$ cat config.mk
export PLATFORM = sky130hd
export DESIGN_NAME = voice_alloc
export DESIGN_NICKNAME = d
export VERILOG_FILES = /design/src/rtl/voice_alloc.sv
export SDC_FILE = /design/constraint.sdc
export NUM_CORES = 1
export LEC_CHECK = 0
export CAP_MARGIN = 20
export CELL_PAD_IN_SITES_DETAIL_PLACEMENT = 1
export CELL_PAD_IN_SITES_GLOBAL_PLACEMENT = 1
export CORE_MARGIN = 4
export CORE_UTILIZATION = 47
export CTS_CLUSTER_SIZE = 20
export DETAILED_ROUTE_END_ITERATION = 8
export GPL_TIMING_DRIVEN = 0
export MAX_ROUTING_LAYER = met4
export PLACE_DENSITY_LB_ADDON = 0.1
export SYNTH_ARGS = -nofsm -noshare
export SYNTH_HDL_FRONTEND = slang
export SYNTH_SLANG_ARGS = --single-unit
$ cat constraint.sdc
create_clock -name clk -period 8.85 [get_ports clk]
set_input_delay 1.77 -clock clk [delete_from_list [all_inputs] [get_ports clk]]
set_output_delay 1.77 -clock clk [all_outputs]
set_load 0.02 [all_outputs]
$ cat src/rtl/voice_alloc.sv
// voice_alloc: polyphonic voice allocator placed directly upstream of the
// per-voice adsr envelope generators. It turns a note-on/note-off event
// stream into one gate, note number and velocity per voice.
//
// Voice choice for a note-on, in priority order:
//   1. A voice that is already gated on the same note (retrigger).
//   2. The oldest voice that is not gated and whose envelope is silent.
//   3. The oldest voice that is not gated (its envelope is still releasing).
//   4. The oldest voice overall (steal).
// When the chosen voice is still gated, its gate is dropped for exactly one
// cycle so that the envelope sees a fresh rising edge.
//
// State table:
//   state  | meaning
//   IDLE   | ready for an event; a note-off takes effect at its accept edge
//   SELECT | note-on latched; choose a voice using gate and voice_active
//   RETRIG | chosen voice is held low for one cycle; assign it at the next edge
//
// Ports:
//   clk          clock
//   reset        asynchronous, active-high reset
//   ev_valid     event present
//   ev_ready     allocator can accept an event (high only in IDLE)
//   ev_on        1 = note-on, 0 = note-off
//   ev_note      event note number
//   ev_vel       event velocity (ignored for note-off)
//   voice_active per-voice envelope active flag, sampled only in SELECT
//   gate         per-voice gate, registered
//   note         voice i note at [i*NOTE_BITS +: NOTE_BITS], registered
//   vel          voice i velocity, same packing, registered
module voice_alloc #(
    parameter int VOICES    = 4,
    parameter int NOTE_BITS = 7,
    parameter int VEL_BITS  = 7
) (
    input  logic                          clk,
    input  logic                          reset,
    input  logic                          ev_valid,
    output logic                          ev_ready,
    input  logic                          ev_on,
    input  logic [NOTE_BITS-1:0]          ev_note,
    input  logic [VEL_BITS-1:0]           ev_vel,
    input  logic [VOICES-1:0]             voice_active,
    output logic [VOICES-1:0]             gate,
    output logic [VOICES*NOTE_BITS-1:0]   note,
    output logic [VOICES*VEL_BITS-1:0]    vel
);

    localparam int VW = (VOICES > 1) ? $clog2(VOICES) : 1;

    typedef enum logic [1:0] {
        IDLE   = 2'd0,
        SELECT = 2'd1,
        RETRIG = 2'd2
    } state_t;

    state_t state, state_nx;

    // age[i] is a permutation of 0..VOICES-1; the largest value is the
    // least-recently-assigned voice.
    logic [VOICES-1:0][VW-1:0]    age, age_nx;
    logic [VOICES-1:0]            gate_nx;
    logic [VOICES*NOTE_BITS-1:0]  note_nx;
    logic [VOICES*VEL_BITS-1:0]   vel_nx;
    logic [NOTE_BITS-1:0]         lat_note, lat_note_nx;
    logic [VEL_BITS-1:0]          lat_vel, lat_vel_nx;
    logic [VW-1:0]                lat_v, lat_v_nx;

    logic [VOICES-1:0]            m_match, m_free, m_rel;
    logic [VW:0]                  p_match, p_free, p_rel, p_all;
    logic [VW-1:0]                sel_v;
    logic                         assign_en;
    logic [VW-1:0]                assign_v;

    // Returns {found, index} of the oldest voice set in mask.
    function automatic logic [VW:0] pick_oldest(
        input logic [VOICES-1:0]          mask,
        input logic [VOICES-1:0][VW-1:0]  ages
    );
        logic          found;
        logic [VW-1:0] idx;
        logic [VW-1:0] best;
        found = 1'b0;
        idx   = '0;
        best  = '0;
        for (int i = 0; i < VOICES; i++) begin
            if (mask[i] && (!found || ages[i] > best)) begin
                found = 1'b1;
                idx   = VW'(i);
                best  = ages[i];
            end
        end
        return {found, idx};
    endfunction

    assign ev_ready = (state == IDLE);

    always_comb begin
        m_match = '0;
        m_free  = '0;
        m_rel   = '0;
        for (int i = 0; i < VOICES; i++) begin
            m_match[i] = gate[i] && (note[i*NOTE_BITS +: NOTE_BITS] == lat_note);
            m_free[i]  = !gate[i] && !voice_active[i];
            m_rel[i]   = !gate[i];
        end
    end

    assign p_match = pick_oldest(m_match, age);
    assign p_free  = pick_oldest(m_free, age);
    assign p_rel   = pick_oldest(m_rel, age);
    assign p_all   = pick_oldest({VOICES{1'b1}}, age);

    assign sel_v = p_match[VW] ? p_match[VW-1:0] :
                   p_free[VW]  ? p_free[VW-1:0]  :
                   p_rel[VW]   ? p_rel[VW-1:0]   :
                                 p_all[VW-1:0];

    always_ff @(posedge clk or posedge reset) begin
        if (reset) begin
            state <= IDLE;
        end else begin
            state <= state_nx;
        end
    end

    always_comb begin
        state_nx    = state;
        gate_nx     = gate;
        note_nx     = note;
        vel_nx      = vel;
        age_nx      = age;
        lat_note_nx = lat_note;
        lat_vel_nx  = lat_vel;
        lat_v_nx    = lat_v;
        assign_en   = 1'b0;
        assign_v    = lat_v;

        case (state)
            IDLE: begin
                if (ev_valid) begin
                    if (ev_on) begin
                        lat_note_nx = ev_note;
                        lat_vel_nx  = ev_vel;
                        state_nx    = SELECT;
                    end else begin
                        for (int i = 0; i < VOICES; i++) begin
                            if (gate[i] && note[i*NOTE_BITS +: NOTE_BITS] == ev_note) begin
                                gate_nx[i] = 1'b0;
                            end
                        end
                    end
                end
            end
            SELECT: begin
                if (!gate[sel_v]) begin
                    assign_en = 1'b1;
                    assign_v  = sel_v;
                    state_nx  = IDLE;
                end else begin
                    // Still gated: drop it for one cycle before reassigning.
                    gate_nx[sel_v] = 1'b0;
                    lat_v_nx       = sel_v;
                    state_nx       = RETRIG;
                end
            end
            RETRIG: begin
                assign_en = 1'b1;
                assign_v  = lat_v;
                state_nx  = IDLE;
            end
            default: begin
                state_nx = IDLE;
            end
        endcase

        if (assign_en) begin
            for (int i = 0; i < VOICES; i++) begin
                if (VW'(i) == assign_v) begin
                    gate_nx[i]                          = 1'b1;
                    note_nx[i*NOTE_BITS +: NOTE_BITS]   = lat_note;
                    vel_nx[i*VEL_BITS +: VEL_BITS]      = lat_vel;
                    age_nx[i]                           = '0;
                end else if (age[i] < age[assign_v]) begin
                    age_nx[i] = age[i] + 1'b1;
                end
            end
        end
    end

    always_ff @(posedge clk or posedge reset) begin
        if (reset) begin
            gate     <= '0;
            note     <= '0;
            vel      <= '0;
            lat_note <= '0;
            lat_vel  <= '0;
            lat_v    <= '0;
            for (int i = 0; i < VOICES; i++) begin
                age[i] <= VW'(i);
            end
        end else begin
            gate     <= gate_nx;
            note     <= note_nx;
            vel      <= vel_nx;
            lat_note <= lat_note_nx;
            lat_vel  <= lat_vel_nx;
            lat_v    <= lat_v_nx;
            age      <= age_nx;
        end
    end

endmodule

-- Yosys cells after proc, flatten, opt, wreduce, memory -nomap -nowiden
Index checks and enable logic that the tools add are counted.
- flip-flop bits (word level): 86
- memory bits (writable): 0
- ROM bits: 0
- logic and storage cells: 194
- memories: 0
- bits in latches: 0
- bitwise operators: 2
- divide/modulo/power cells: 0
- shift-type cells: 0
- multiply operators: 0
- add/subtract/negate cells: 4
- multiplexer cells: 73
- reduce and logical (&&, ||, !) cells: 64
- $lt $le $gt $ge: 19
- equality and inequality tests: 15
- operator list (kind ; number):
    2-bit 2-to-1 mux ; 36
    7-bit equality test ; 8
    1-bit 2-to-1 mux ; 27
    2-bit > comparator ; 12
    1-bit logical AND ; 22
    2-bit AND reduction ; 10
    1-bit logical NOT ; 16
    4-bit 2-to-1 mux ; 4
    1-bit logical OR ; 9
    2-bit by 1-bit adder with 2-bit output (second input constant) ; 4
    2-bit less-than comparator ; 4
    4-bit case mux with 2 select lines ; 1
    2-bit nonzero test ; 4
    2-bit by 3-bit less-than comparator with 1-bit output (second input constant) ; 2
    4-bit bitwise AND ; 1
    2-bit binary-select mux with 2-bit select ; 1
    2-bit equality test (first input constant) ; 2
    2-bit logical NOT ; 2
    4-bit NOT ; 1
    2-bit case mux with 2 select lines ; 1
    3-bit AND reduction ; 1
    1-bit binary-select mux with 2-bit select ; 1
    1-bit demux with 2-bit select ; 1
    1-bit by 2-bit equality test with 1-bit output (first input constant) ; 1
    6 further kinds ; 6

-- Longest topological paths before layout
Gate-level depths: netlist (run 1).
- depth after elaboration: 27
- mapped depth: 33
- depth with buffers taken out: 29

-- Least setup slack after synthesis (run 1)
OpenSTA, ideal clock, no wires.
- path type: input-to-reg
- from: input port voice_active[0]
- to: register note[10]
- setup time: 0.127 ns
- arrival: 6.515 ns
- cell stages on the path: 26
- slack: 2.207 ns
- path through: nor2_1 -> inv_1 -> ha_1 -> nor2b_1 -> o21ai_0 -> a211oi_1 -> nor2_1 -> a21oi_1 -> ha_1 -> nor2b_1 -> o211ai_1 -> o31ai_1 -> nor2_1 -> a21oi_1 -> ha_1 -> nor2b_1 -> o21ai_0 -> o21ai_0 -> a21o_1 -> a31oi_4 -> nand2_2 -> a211o_1 -> a31o_2 -> nor3_4 -> buf_6 -> mux2_1
- word-level cells in the longest chain between the ends: 23
- elaborated cells on any way between the ends: 34
- those cells by class: order compare: 3; eq/ne: 1; mux: 18; reduce/logical: 12
- RTL lines (item ; line ; source):
    start, declared ; 43 ; input logic [VOICES-1:0] voice_active,
    1-bit logical NOT (*) ; 104 ; m_free[i] = !gate[i] && !voice_active[i];
    1-bit logical AND (*) ; 104 ;
    2-bit 2-to-1 mux or 1-bit 2-to-1 mux (tied branches) ; 87 ; if (mask[i] && (!found || ages[i] > best)) begin
    2-bit > comparator or 1-bit logical NOT (tied branches) ; 87 ;
    1-bit logical OR ; 87 ;
    1-bit logical AND ; 87 ;
    2-bit 2-to-1 mux or 1-bit 2-to-1 mux (tied branches) ; 87 ;
    2-bit > comparator or 1-bit logical NOT (tied branches) ; 87 ;
    (+7 left out) ; -- ;
    2-bit 2-to-1 mux (*) ; 115 ; p_free[VW] ? p_free[VW-1:0] :
    2-bit 2-to-1 mux (*) ; 114 ; assign sel_v = p_match[VW] ? p_match[VW-1:0] :
    1-bit binary-select mux with 2-bit select ; 156 ; if (!gate[sel_v]) begin
    1-bit 2-to-1 mux (implied by the code) ; 156 ;
    2-bit 2-to-1 mux ; 156 ;
    2-bit 2-to-1 mux ; 139 ; case (state)
    1-bit by 2-bit equality test with 1-bit output ; 179 ; if (VW'(i) == assign_v) begin
    2-bit AND reduction (no source line) (*) ; -- ;
    end signal, assigned ; 204 ; note <= note_nx;
    end, declared ; 45 ; output logic [VOICES*NOTE_BITS-1:0] note,
Every way passes the cells marked *; elsewhere a longest branch is shown, timed or not. The select of a mux whose other input is x is not followed.
A chain may end at the register's enable or synchronous reset.

-- Worst setup path after layout (run 1)
- from: input port voice_active[0]
- to: register note[12]
Same word-level chain as after synthesis.

==> flow_summary.toml, run 1 <==
[placed_design]
port_buffers = 75
dp_hpwl_um = 12600
gp_congestion = 0.881
placed_cells = 736

[detailed_routing]
routed-wl-met3_um = 666
route.detailed.drc = 0
ant_nets = 0
wl_per_cell_um = 22.7
firstDrtPassIters = 6
highest_layer = "met4"
met1_length_um = 7170
vias = 4378
wl_um = 17000
first_iter_violations = 166
route.met2.wl_um = 9030
via_per_inst = 5.82

[logic_synthesis]
synth_fa_ha_area_frac = 0.0646
synth.area.mux_share = 0.158
ys_seq_elements = 86
avgSynthCellArea_um2 = 10.9
yosysSeqAreaShare = 0.384
synth_area_leader_cell = "dfrtp_1"
ys_types = 73
synth_async_sr_flop_share = 1.00
synth_xor_area_frac = 0.0873
yosysWarningCount = 0
synthCells = 517
yosysTopAreaCellShare = 0.365
synth_compound_area_frac = 0.136
synth_area_um2 = 5620
yosys-top-cells-area = "dfrtp_1 (37%), xnor2_1 (7.8%), mux2_2 (7.6%)"
synth_flop_cell = "dfrtp_1"
synth-simple-area-share = 0.123
synth_top_family_by_area = "multiplexers"
synth_edf_count = 0
synthesis.nets = 568

[cts]
cts-hold-fix-buffers = 0
worstSkewPairLatency_ns = 0.35
root_buffer = "clkbuf_16"
htreeDepth = 3
cts_resized = 0
post_cts_buffers = 0
cts_inserted_buffers = 9
cts_sinks = 86
clock_path_buffers = 2
clkTransAtPathRegs_ns = 0.07
cts_tree = "built"

[power_and_ir_drop]
ir_drop_uv = 248
p_per_area_nw_per_um2 = 428
leakagePower_nw = 2.90

[setup_path]
critPathCaptureType = "flip-flop"
crit_fanout = 10
crit_type = "in -> reg"
worstPathArrival_ns = 7.90
cp_slowest_cell = "a211oi_1"
required_ns = 9.07
cpPeakStageDelay_ns = 0.51
worst_setup_path_start_kind = "primary input"
rrSetupSlack_ns = 1.80

[global_routing]
grt_pass1_wl_um = 27800
grt_usage = 0.262
antenna_found_initial = 0
grt_pass1_vias = 4979
grt_start_max_net_pins = 65
overflow = 0

[timing]
slew_headroom = 0.472
setup-tns-final_ns = 0
period_needed_ns = 7.68
rsz0062_at_grt = "no"
hold_slack_ns = 0.491
fmax_ghz = 0.130
hold_viol_final = 0
clock_skew_ns = 0.00654
finalCritPeriodShare = 0.867
setup_violations = 0
tightest_slew_ns = 0.792
drv_slew = 0

[floorplan]
dieHeight_um = 117
dieWidth_um = 117
coreArea_um2 = 11600
initial_core_util = 0.486
ioPinCount = 83
die_area_um2 = 13800
num_rows = 39

[layout]
syn_to_final_growth_pct = 22.8
n_antenna_cell = 0
final_net_count = 655
drive_above_1_share = 0.192
stdcell_count = 752

[outcome]
outcome = "completed"

[min_path]
min-delay-path-class = "reg -> reg"

[flow_run]
maxCapViolCount = 0
layer usage:
layer	vias to the layer above	global-route usage
met5	-	-
met4	0	0.0652
met3	17	0.0491
met2	83	0.465
met1	2241	0.307
li1	2037	-
worst max-delay path: cells and delay by family:
family                   cells  cell delay, ns
adder cells (fa/ha/maj)      3            0.88
buffers and inverters        3            0.77
multiplexers                 1            0.36
AND/OR/NAND/NOR              8            1.36
AO/OA/AOI/OAI               12            2.75
kinds of logic after synthesis:
| family | after synthesis |
|---|---|
| AND/OR/NAND/NOR | 121 |
| AO/OA/AOI/OAI | 103 |
| flip-flops | 86 |
| multiplexers | 73 |
| XOR/XNOR | 56 |
| buffers and inverters | 49 |
| adder cells (fa/ha/maj) | 29 |
area by class of cell:
class | count | area (um2)
Buffer | 25 | 171
Clock buffer | 11 | 253
Clock inverter | 5 | 66.3
Fill cell | 1235 | 4670
Inverter | 24 | 92.6
Multi-Input combinational cell | 382 | 3200
Sequential cell | 86 | 2160
Tap cell | 143 | 179
Timing Repair Buffer | 76 | 778
worst paths after layout:
path	start	to	depth (start not counted)
worst max-delay path	voice_active[0]	note[12]$_DFFE_PP0P_	27
worst min-delay path	vel[13]$_DFFE_PP0P_	vel[13]$_DFFE_PP0P_	1
worst max register to register	lat_note[0]$_DFFE_PP0P_	note[12]$_DFFE_PP0P_	28
worst min register to register	vel[13]$_DFFE_PP0P_	vel[13]$_DFFE_PP0P_	1
max in group asynchronous	reset	age[2]$_DFFE_PP1P_	3
min in group asynchronous	reset	lat_note[5]$_DFFE_PP0P_	2
per-stage QoR:
step           worst slack [ns]  power [W]   util  instance area, um2
2_1_floorplan              2.21    0.00194      -                5620
3_3_place_gp               1.11    0.00243  0.566                6550
3_5_place_dp              0.817    0.00253  0.569                6580
4_1_cts                    1.13    0.00297  0.596                6900
5_1_grt                   0.650    0.00316  0.596                6900
6_report                   1.17    0.00295  0.596                6900
Yosys cell counts (all sizes together), types with 3 or more instances:
master	count
a2111oi	9
a211oi	5
a21boi	3
a21oi	20
a221oi	4
a31oi	4
and2	3
and3	6
buf	16
clkbuf	9
dfrtp	82
dfstp	4
ha	29
inv	24
mux2	73
nand2	31
nand3	9
nand4	15
nor2	25
nor2b	11
nor3	6
nor4	6
o211ai	6
o21ai	28
o22ai	4
o31ai	4
xnor2	50
xor2	6
report_power, final:
| group | switching, W | internal (W) | total [W] |
|---|---|---|---|
| clock | 0.000167 | 0.000237 | 0.000404 |
| combinational | 0.000969 | 0.000815 | 0.00178 |
| sequential | 0.000197 | 0.000567 | 0.000765 |
state kept, by name, summed over array words and instances, names as in the netlist:
| name | count |
|---|---|
| age | 8 |
| gate | 4 |
| lat_note | 7 |
| lat_v | 2 |
| lat_vel | 7 |
| note | 28 |
| state | 2 |
| vel | 28 |
cell usage in the layout (no fill, tap or decap), types with 11 or more instances in the layout:
cell,count
dfrtp_1,82
clkdlybuf4s50_1,75
xnor2_1,50
mux2_2,38
ha_1,29
nand2_1,27
o21ai_0,27
inv_1,23
nor2_1,22
a21oi_1,20
mux2_4,18
mux2_1,17
nand4_1,15
nor2b_1,11
No activity file was read; power rests on OpenSTA's default activity.
==> inputs of run 2 (changes only) <==
CTS_CLUSTER_DIAMETER = 120   (was default)
==> results of run 2 <==
Same layout as run 1: the final DEF is identical, and so are final timing and power.
